**config.mk**
```make
export PLATFORM = sky130hd
export DESIGN_NAME = pcie_rx_tlp_gen
export DESIGN_NICKNAME = d
export VERILOG_FILES = /design/src/rtl/pcie_rx_tlp_gen.sv
export SDC_FILE = /design/constraint.sdc
export NUM_CORES = 1
export LEC_CHECK = 0
export CAP_MARGIN = 0
export CORE_MARGIN = 1
export CORE_UTILIZATION = 33
export DETAILED_ROUTE_END_ITERATION = 8
export PLACE_DENSITY = 0.6
export REMOVE_ABC_BUFFERS = 1
export SLEW_MARGIN = 20
export SYNTH_ARGS = -nofsm -noshare
export SYNTH_HDL_FRONTEND = slang
export SYNTH_SLANG_ARGS = --single-unit
```
**constraint.sdc**
```tcl
create_clock -name sys_clk_p -period 4.8 [get_ports sys_clk_p]
set_input_delay 0.72 -clock sys_clk_p [delete_from_list [all_inputs] [get_ports sys_clk_p]]
set_output_delay 0.72 -clock sys_clk_p [all_outputs]
set_load 0.03 [all_outputs]
```
**src/rtl/pcie_rx_tlp_gen.sv**
```systemverilog
// Host-side TLP source: emits one 32-bit-addressed MWr or MRd TLP per start
// request on the AXI4-Stream receive path into the user PCIe core.
module pcie_rx_tlp_gen #(
   parameter logic [15:0] REQUESTER_ID = 16'h0100,
   parameter logic [6:0]  BAR_HIT      = 7'h01,
   parameter int unsigned GAP_CYCLES   = 1
) (
   input  logic        sys_clk_p,
   input  logic        sys_reset,
   input  logic        i_start,
   input  logic        i_is_read,
   input  logic [31:0] i_addr,
   input  logic [9:0]  i_len,
   input  logic [7:0]  i_tag,
   input  logic [31:0] i_data_seed,
   output logic        o_busy,
   output logic        o_done,
   output logic [15:0] o_tlp_count,
   output logic [31:0] m_axis_rx_tdata,
   output logic [3:0]  m_axis_rx_tkeep,
   output logic        m_axis_rx_tlast,
   output logic        m_axis_rx_tvalid,
   input  logic        m_axis_rx_tready,
   output logic [21:0] m_axis_rx_tuser,
   input  logic        rx_np_ok,
   output logic [2:0]  fsm_state
);

   // Stream handshake: a beat transfers on a rising edge where tvalid and
   // tready are both high; while tvalid is high and tready low, tdata, tlast
   // and tuser hold, and tvalid stays high until the TLP's last beat.
   typedef enum logic [2:0] {
      S_IDLE    = 3'd0,
      S_WAIT_NP = 3'd1,
      S_HDR0    = 3'd2,
      S_HDR1    = 3'd3,
      S_HDR2    = 3'd4,
      S_DATA    = 3'd5,
      S_GAP     = 3'd6
   } state_t;

   localparam logic [7:0] GAP_LOAD = (GAP_CYCLES > 1) ? 8'(GAP_CYCLES - 1) : 8'd0;

   state_t      state;
   logic        is_read_q;
   logic [31:0] addr_q;
   logic [9:0]  len_q;
   logic [7:0]  tag_q;
   logic [31:0] seed_q;
   logic [10:0] beat_cnt;
   logic [7:0]  gap_cnt;
   logic [10:0] eff_len;
   logic        beat;

   assign eff_len         = (len_q == 10'd0) ? 11'd1024 : {1'b0, len_q};
   assign beat            = m_axis_rx_tvalid && m_axis_rx_tready;
   assign m_axis_rx_tkeep = 4'hF;
   assign m_axis_rx_tuser = {13'h0, (m_axis_rx_tvalid ? BAR_HIT : 7'h00), 2'b00};
   assign fsm_state       = state;

   function automatic logic [31:0] dw0(input logic rd, input logic [9:0] len);
      return {1'b0, (rd ? 2'b00 : 2'b10), 5'b00000, 1'b0, 3'b000, 4'h0,
              1'b0, 1'b0, 2'b00, 2'b00, len};
   endfunction

   always_ff @(posedge sys_clk_p or posedge sys_reset) begin
      if (sys_reset) begin
         state            <= S_IDLE;
         m_axis_rx_tvalid <= 1'b0;
         m_axis_rx_tlast  <= 1'b0;
         m_axis_rx_tdata  <= 32'h0;
         o_busy           <= 1'b0;
         o_done           <= 1'b0;
         o_tlp_count      <= 16'h0;
         is_read_q        <= 1'b0;
         addr_q           <= 32'h0;
         len_q            <= 10'h0;
         tag_q            <= 8'h0;
         seed_q           <= 32'h0;
         beat_cnt         <= 11'h0;
         gap_cnt          <= 8'h0;
      end else begin
         o_done <= 1'b0;
         case (state)
            S_IDLE: begin
               if (i_start) begin
                  is_read_q <= i_is_read;
                  addr_q    <= i_addr & 32'hFFFF_FFFC;
                  len_q     <= i_len;
                  tag_q     <= i_tag;
                  seed_q    <= i_data_seed;
                  o_busy    <= 1'b1;
                  // Posted writes never wait; reads need the sink's NP credit.
                  if (!i_is_read || rx_np_ok) begin
                     m_axis_rx_tdata  <= dw0(i_is_read, i_len);
                     m_axis_rx_tvalid <= 1'b1;
                     state            <= S_HDR0;
                  end else begin
                     state <= S_WAIT_NP;
                  end
               end
            end
            S_WAIT_NP: begin
               if (rx_np_ok) begin
                  m_axis_rx_tdata  <= dw0(is_read_q, len_q);
                  m_axis_rx_tvalid <= 1'b1;
                  state            <= S_HDR0;
               end
            end
            S_HDR0: begin
               if (beat) begin
                  m_axis_rx_tdata <= {REQUESTER_ID, tag_q,
                                      ((eff_len == 11'd1) ? 4'h0 : 4'hF), 4'hF};
                  state           <= S_HDR1;
               end
            end
            S_HDR1: begin
               if (beat) begin
                  m_axis_rx_tdata <= addr_q;
                  m_axis_rx_tlast <= is_read_q;
                  state           <= S_HDR2;
               end
            end
            S_HDR2: begin
               if (beat) begin
                  if (is_read_q) begin
                     m_axis_rx_tvalid <= 1'b0;
                     m_axis_rx_tlast  <= 1'b0;
                     m_axis_rx_tdata  <= 32'h0;
                     o_done           <= 1'b1;
                     o_tlp_count      <= o_tlp_count + 16'd1;
                     gap_cnt          <= GAP_LOAD;
                     state            <= S_GAP;
                  end else begin
                     m_axis_rx_tdata <= seed_q;
                     m_axis_rx_tlast <= (eff_len == 11'd1);
                     beat_cnt        <= 11'd1;
                     state           <= S_DATA;
                  end
               end
            end
            S_DATA: begin
               if (beat) begin
                  if (m_axis_rx_tlast) begin
                     m_axis_rx_tvalid <= 1'b0;
                     m_axis_rx_tlast  <= 1'b0;
                     m_axis_rx_tdata  <= 32'h0;
                     o_done           <= 1'b1;
                     o_tlp_count      <= o_tlp_count + 16'd1;
                     gap_cnt          <= GAP_LOAD;
                     state            <= S_GAP;
                  end else begin
                     // beat_cnt is the index of the word being loaded now.
                     m_axis_rx_tdata <= m_axis_rx_tdata + 32'd1;
                     m_axis_rx_tlast <= (beat_cnt == eff_len - 11'd1);
                     beat_cnt        <= beat_cnt + 11'd1;
                  end
               end
            end
            S_GAP: begin
               if (gap_cnt == 8'd0) begin
                  o_busy <= 1'b0;
                  state  <= S_IDLE;
               end else begin
                  gap_cnt <= gap_cnt - 8'd1;
               end
            end
            default: state <= S_IDLE;
         endcase
      end
   end

endmodule

```
[Word level (Yosys, flattened, before mapping)]
Index checks and enable logic that the tools add are counted.
Operators by class
  $add $sub $neg: 5
  equality and inequality tests: 21
  mux-type cells: 64
  reduce and logical (&&, ||, !) cells: 21
Operators by type and width (count)
  $mux W32: 9
  $pmux W32 S6: 1
  $mux W16: 4
  $mux W11: 5
  $mux W8: 5
  $add A32 B1 Y32 const B: 1
  $pmux W16 S2: 1
  $ne A2 B2 Y1 const B: 13
  $mux W3: 8
  $pmux W8 S3: 1
  $reduce_and A8 Y1: 3
  $pmux W11 S2: 1
  $pmux W3 S7: 1
  $mux W1: 19
  $add A16 B1 Y16 const B: 1
  $add A11 B1 Y11 const B: 1
  $eq A11 B1 Y1 const B: 1
  $eq A11 B11 Y1: 1
  $sub A11 B1 Y11 const B: 1
  $logic_not A10 Y1: 1
  $reduce_and A5 Y1: 2
  $eq A3 B3 Y1 const B: 3
  $logic_not A8 Y1: 1
  $mux W2: 4
  19 further kinds: 23
Word-level totals
  bits in registers: 155
  input bits: 88
  output and inout port bits: 81
  word-level logic and storage cells: 125

[Logic depth before layout (Yosys ltp)]
  word-level depth: 7
  depth in mapped cells: 9
  depth with buffers taken out: 7

[Worst setup path before layout]
Ideal clock, no wire load.
  kind: register to register
  from: register len_q[0]
  to: register m_axis_rx_tlast
  setup time: 104 ps
  arrival time: 2016 ps
  required time: 4696 ps
  setup slack: 2681 ps
  cell stages (with the launch flop): 8
  buffers on the path: 0
  clock period less this slack: 2119 ps
  cells stage by stage: dfrtp_1 -> inv_1 -> ha_1 -> or4b_4 -> a2bb2oi_1 -> nor4b_2 -> o2111ai_1 -> o41ai_2
On the way
  word-level cells in the longest chain between the ends: 7
  elaborated cells between the ends (all ways): 10
  classes of those cells: 1 x add/sub; 2 x eq/ne; 6 x mux; 1 x reduce/logical
Ends and longest elaborated chain
  start, declared: line 47  | logic [9:0] len_q;
  start signal, assigned: line 89  | len_q <= i_len;
  $logic_not A10 Y1: line 55  | assign eff_len = (len_q == 10'd0) ? 11'd1024 : {1'b0, len_q};
  $mux W11 (*): line 55
  $sub A11 B1 Y11: line 155  | m_axis_rx_tlast <= (beat_cnt == eff_len - 11'd1);
  $eq A11 B11 Y1: line 155
  $mux W1: line 144  | if (m_axis_rx_tlast) begin
  $mux W1: line 143  | if (beat) begin
  $pmux W1 S3 (*): line 84  | case (state)
  end signal, assigned: line 120  | m_axis_rx_tlast <= is_read_q;
  end signal, assigned: line 136  | m_axis_rx_tlast <= (eff_len == 11'd1);
  end signal, assigned: line 155
  end, declared: line 21  | output logic m_axis_rx_tlast,
Every way passes the cells marked *; elsewhere a longest branch is shown, timed or not. The select of a mux whose other input is x is not followed.
A chain may end at the register's enable or synchronous reset.

[Worst setup path after layout]
  from: register state[2], in the netlist fsm_state[2]
  to: output port fsm_state[2]
RTL lines
  start, declared: line 44  | state_t state;
  start signal, assigned: line 68  | state <= S_IDLE;
  start signal, assigned: line 97  | state <= S_HDR0;
  start signal, assigned: line 99  | state <= S_WAIT_NP;
  end, declared: line 26  | output logic [2:0] fsm_state
No word-level cell between the ends.

==> flow_summary_export.csv <==
group,metric,value,unit
clock_network,cts_tree,"done",
finish,synthToLayoutAreaGrowth,26.33,%
worst_setup_path,crit_family,"buffers and inverters",
worst_setup_path,cpMaxStageDelayCell,"dfrtp_1",
grt,grt_pass1_wl,38.16,mm
placed_design,portBuffers,141,
route,drtAntennaViolNets,0,
logic_synthesis,post_synth.cell_area_avg,10.45,um2
grt,antenna_found_initial,0,
timing,min_period,3.052,ns
route,drc,0,
die,io_pins,169,
timing,final.setup.worst_slack,1.748,ns
finish,drive_above_1_share,16.72,%
worst_setup_path,cpPeakStageDelay,0.89,ns
worst_setup_path,cp_num_buf_inv,2,
logic_synthesis,synth.distinct_cells,77,
pwr,p_leak,0.004319,uW
worst_setup_path,path_class,"reg -> out",
clock_network,cts_sinks,155,
worst_setup_path,crit_fanout,23,
worst_setup_path,worst-path-stages,2,
logic_synthesis,yosysTopAreaCell,"dfrtp_1",
placed_design,place_congestion,0.8437,
die,row_count,58,
route,drt_iter0_markers,532,
logic_synthesis,ys_async_sr_fraction,100.0,%
worst_setup_path,start_kind,"flip-flop",
placed_design,dp_slack,1.831,ns
timing,fin_skew,0.01283,ns
worst_setup_path,cp_cell_sequence,"buf_4, clkdlybuf4s50_1",
timing,rsz0062_at_grt,"no",
finish,nNetsFinal,1035,
die,start_util,33.79,%
worst_setup_path,critPathCaptureType,"primary output",
logic_synthesis,synth_edf_count,0,
finish,multi_input_area,4290,um2
die,dieWidth,163.0,um
worst_setup_path,worst_ep_required_time,4.08,ns
die,die_y,163.0,um
clock_network,htree_levels,4,
hold_path,hold_depth,1,
clock_network,cts_setup_buffers,0,
route,dr.pass1.iters,6,
finish,regArea,3879,um2
logic_synthesis,synth_top_area_share,45.33,%
placed_design,hpwl,16.59,mm
finish,n_fill_cell,2447,
timing,finalSetupViolCount,0,
route,vias,6850,
grt,grt_pass1_vias,6803,
logic_synthesis,synthTopCellsByArea,"dfrtp_1 (45%), mux2_2 (11%), buf_4 (2.5%), xnor2_1 (2.4%), o21ai_0 (2.1%)",
timing,fmax,0.3276,GHz
pwr,ir_drop,0.2534,mV
logic_synthesis,synth.cells.most_frequent,"dfrtp_1 (155), mux2_2 (87), nor2_1 (47)",
clock_network,cts-root-buf,"clkbuf_16",
die,core-area,25330,um2
timing,finalHoldViolations,0,
route,vias_per_cell,5.343,
run,cap_violations,0,
timing,worstMarginPinSlew,1.074,ns
logic_synthesis,yosysSeqAreaShare,45.33,%
hold_path,min_path_type,"reg -> reg",
die,die-area,26580,um2
timing,relSlewSlack,28.40,%
logic_synthesis,yosysWarningCount,0,
timing,timing.final.crit_share,63.59,%
grt,gr-usage-all-layers,18.54,%
worst_setup_path,worstRegToRegCells,7,
clock_network,hold_buffers,0,
clock_network,clk_pin_slew_worst_paths,0.06,ns
logic_synthesis,synth.most_common_cell,"dfrtp_1",
pwr,power.total,6958,uW
logic_synthesis,syn_inst,819,
clock_network,cts_made_buffers,17,
route,wl_per_cell,18.49,um
run_status,status,"completed",
grt,overflow,0,
route,wirelength,23.71,mm
clock_network,insertion_delay,0.43,ns
logic_synthesis,ys.flop_type,"dfrtp_1",
timing,fin_hold_ws,0.4771,ns
grt,grt_max_degree,78,
pwr,powerDensity,643.7,nW/um2
logic_synthesis,ys_ff_latch,155,
logic_synthesis,synth_area,8557,um2
timing,finalMaxSlewViolations,0,
clock_network,cts-resized-gates,0,
worst_setup_path,cp.arrival,2.33,ns
clock_network,cts.path.max_buffers,2,
[cell type report]
class / count / area share [%]
Sequential cell: 155 / 35.88
Multi-Input combinational cell: 590 / 39.69
Tap cell: 330 / 3.819
Antenna cell: 1 / 0.02315
Clock buffer: 17 / 3.935
Inverter: 18 / 0.6713
Timing Repair Buffer: 157 / 14.17
Clock inverter: 14 / 1.817
[state kept, by name (all words and copies together) (netlist names)]
signal	flops
o_done	1
addr_q	30
gap_cnt	8
beat_cnt	11
seed_q	32
is_read_q	1
o_busy	1
len_q	10
m_axis_rx_tvalid	1
fsm_state	3
tag_q	8
m_axis_rx_tdata	32
m_axis_rx_tlast	1
o_tlp_count	16
[kinds of logic (layout without fill, tap and decap cells)]
group | Yosys count | count (layout) | share of synthesized area [%]
and+or+nand+nor | 222 | 222 | 14.81
AOI/OAI and AO/OA | 201 | 201 | 16.32
DFF | 155 | 155 | 45.33
buffers and inverters | 97 | 206 | 5.922
muxes | 91 | 91 | 11.96
xor gates and xnor gates | 43 | 43 | 4.401
adders and majority gates | 8 | 8 | 1.170
other | 2 | 26 | 0.08776
[cells in the final DEF (no fill, tap or decap), drive strengths merged, types with 16 or more instances in the layout]
cell           synthesis  final
a21oi                 35     35
buf                   57     16
clkbuf                22     17
clkdlybuf4s50          0    141
conb                   2     25
dfrtp                155    155
inv                   18     20
mux2                  87     87
nand2                 33     33
nand3                 27     27
nand4                 21     21
nor2                  47     47
o21ai                 50     50
xnor2                 23     23
xor2                  20     20
[metrics by stage]
step	utilization (%)	cells	TNS (ns)	instance area, um2
4_1_cts	42.67	1281	0	10810
3_3_place_gp	40.22	1250	0	10190
2_1_floorplan	-	763	-15.21	8204
5_1_grt	42.67	1281	0	10810
6_report	42.68	1282	0	10810
3_5_place_dp	40.22	1250	0	10190
[report_power, final]
| group | switching (uW) | leakage (uW) | total [uW] | internal (uW) |
|---|---|---|---|---|
| Combinational | 1650 | 0.00208 | 3040 | 1390 |
| Clock | 568 | 0.000307 | 1440 | 871 |
| Sequential | 627 | 0.00193 | 2480 | 1850 |
| Total | 2850 | 0.00432 | 6960 | 4110 |
[worst paths after layout]
| check | slack, ns | end | start |
|---|---|---|---|
| max in group asynchronous | 3.02 | addr_q[2] | sys_reset |
| min in group asynchronous | 0.77 | seed_q[28] | sys_reset |
| worst max-delay path | 1.75 | fsm_state[2] | fsm_state[2] |
| worst min register to register | 0.48 | o_tlp_count[15] | o_tlp_count[15] |
| worst max register to register | 1.93 | m_axis_rx_tdata[11] | fsm_state[0] |
| worst min-delay path | 0.48 | o_tlp_count[15] | o_tlp_count[15] |
[routing by layer]
layer / global-route usage (%) / part of all wire (%)
met1: 25.92 / 47
met4: 4.630 / 1.3
met3: 4.723 / 6.9
met5: 0 / 0
met2: 28.47 / 45
Power figures use the tool's default switching activity.
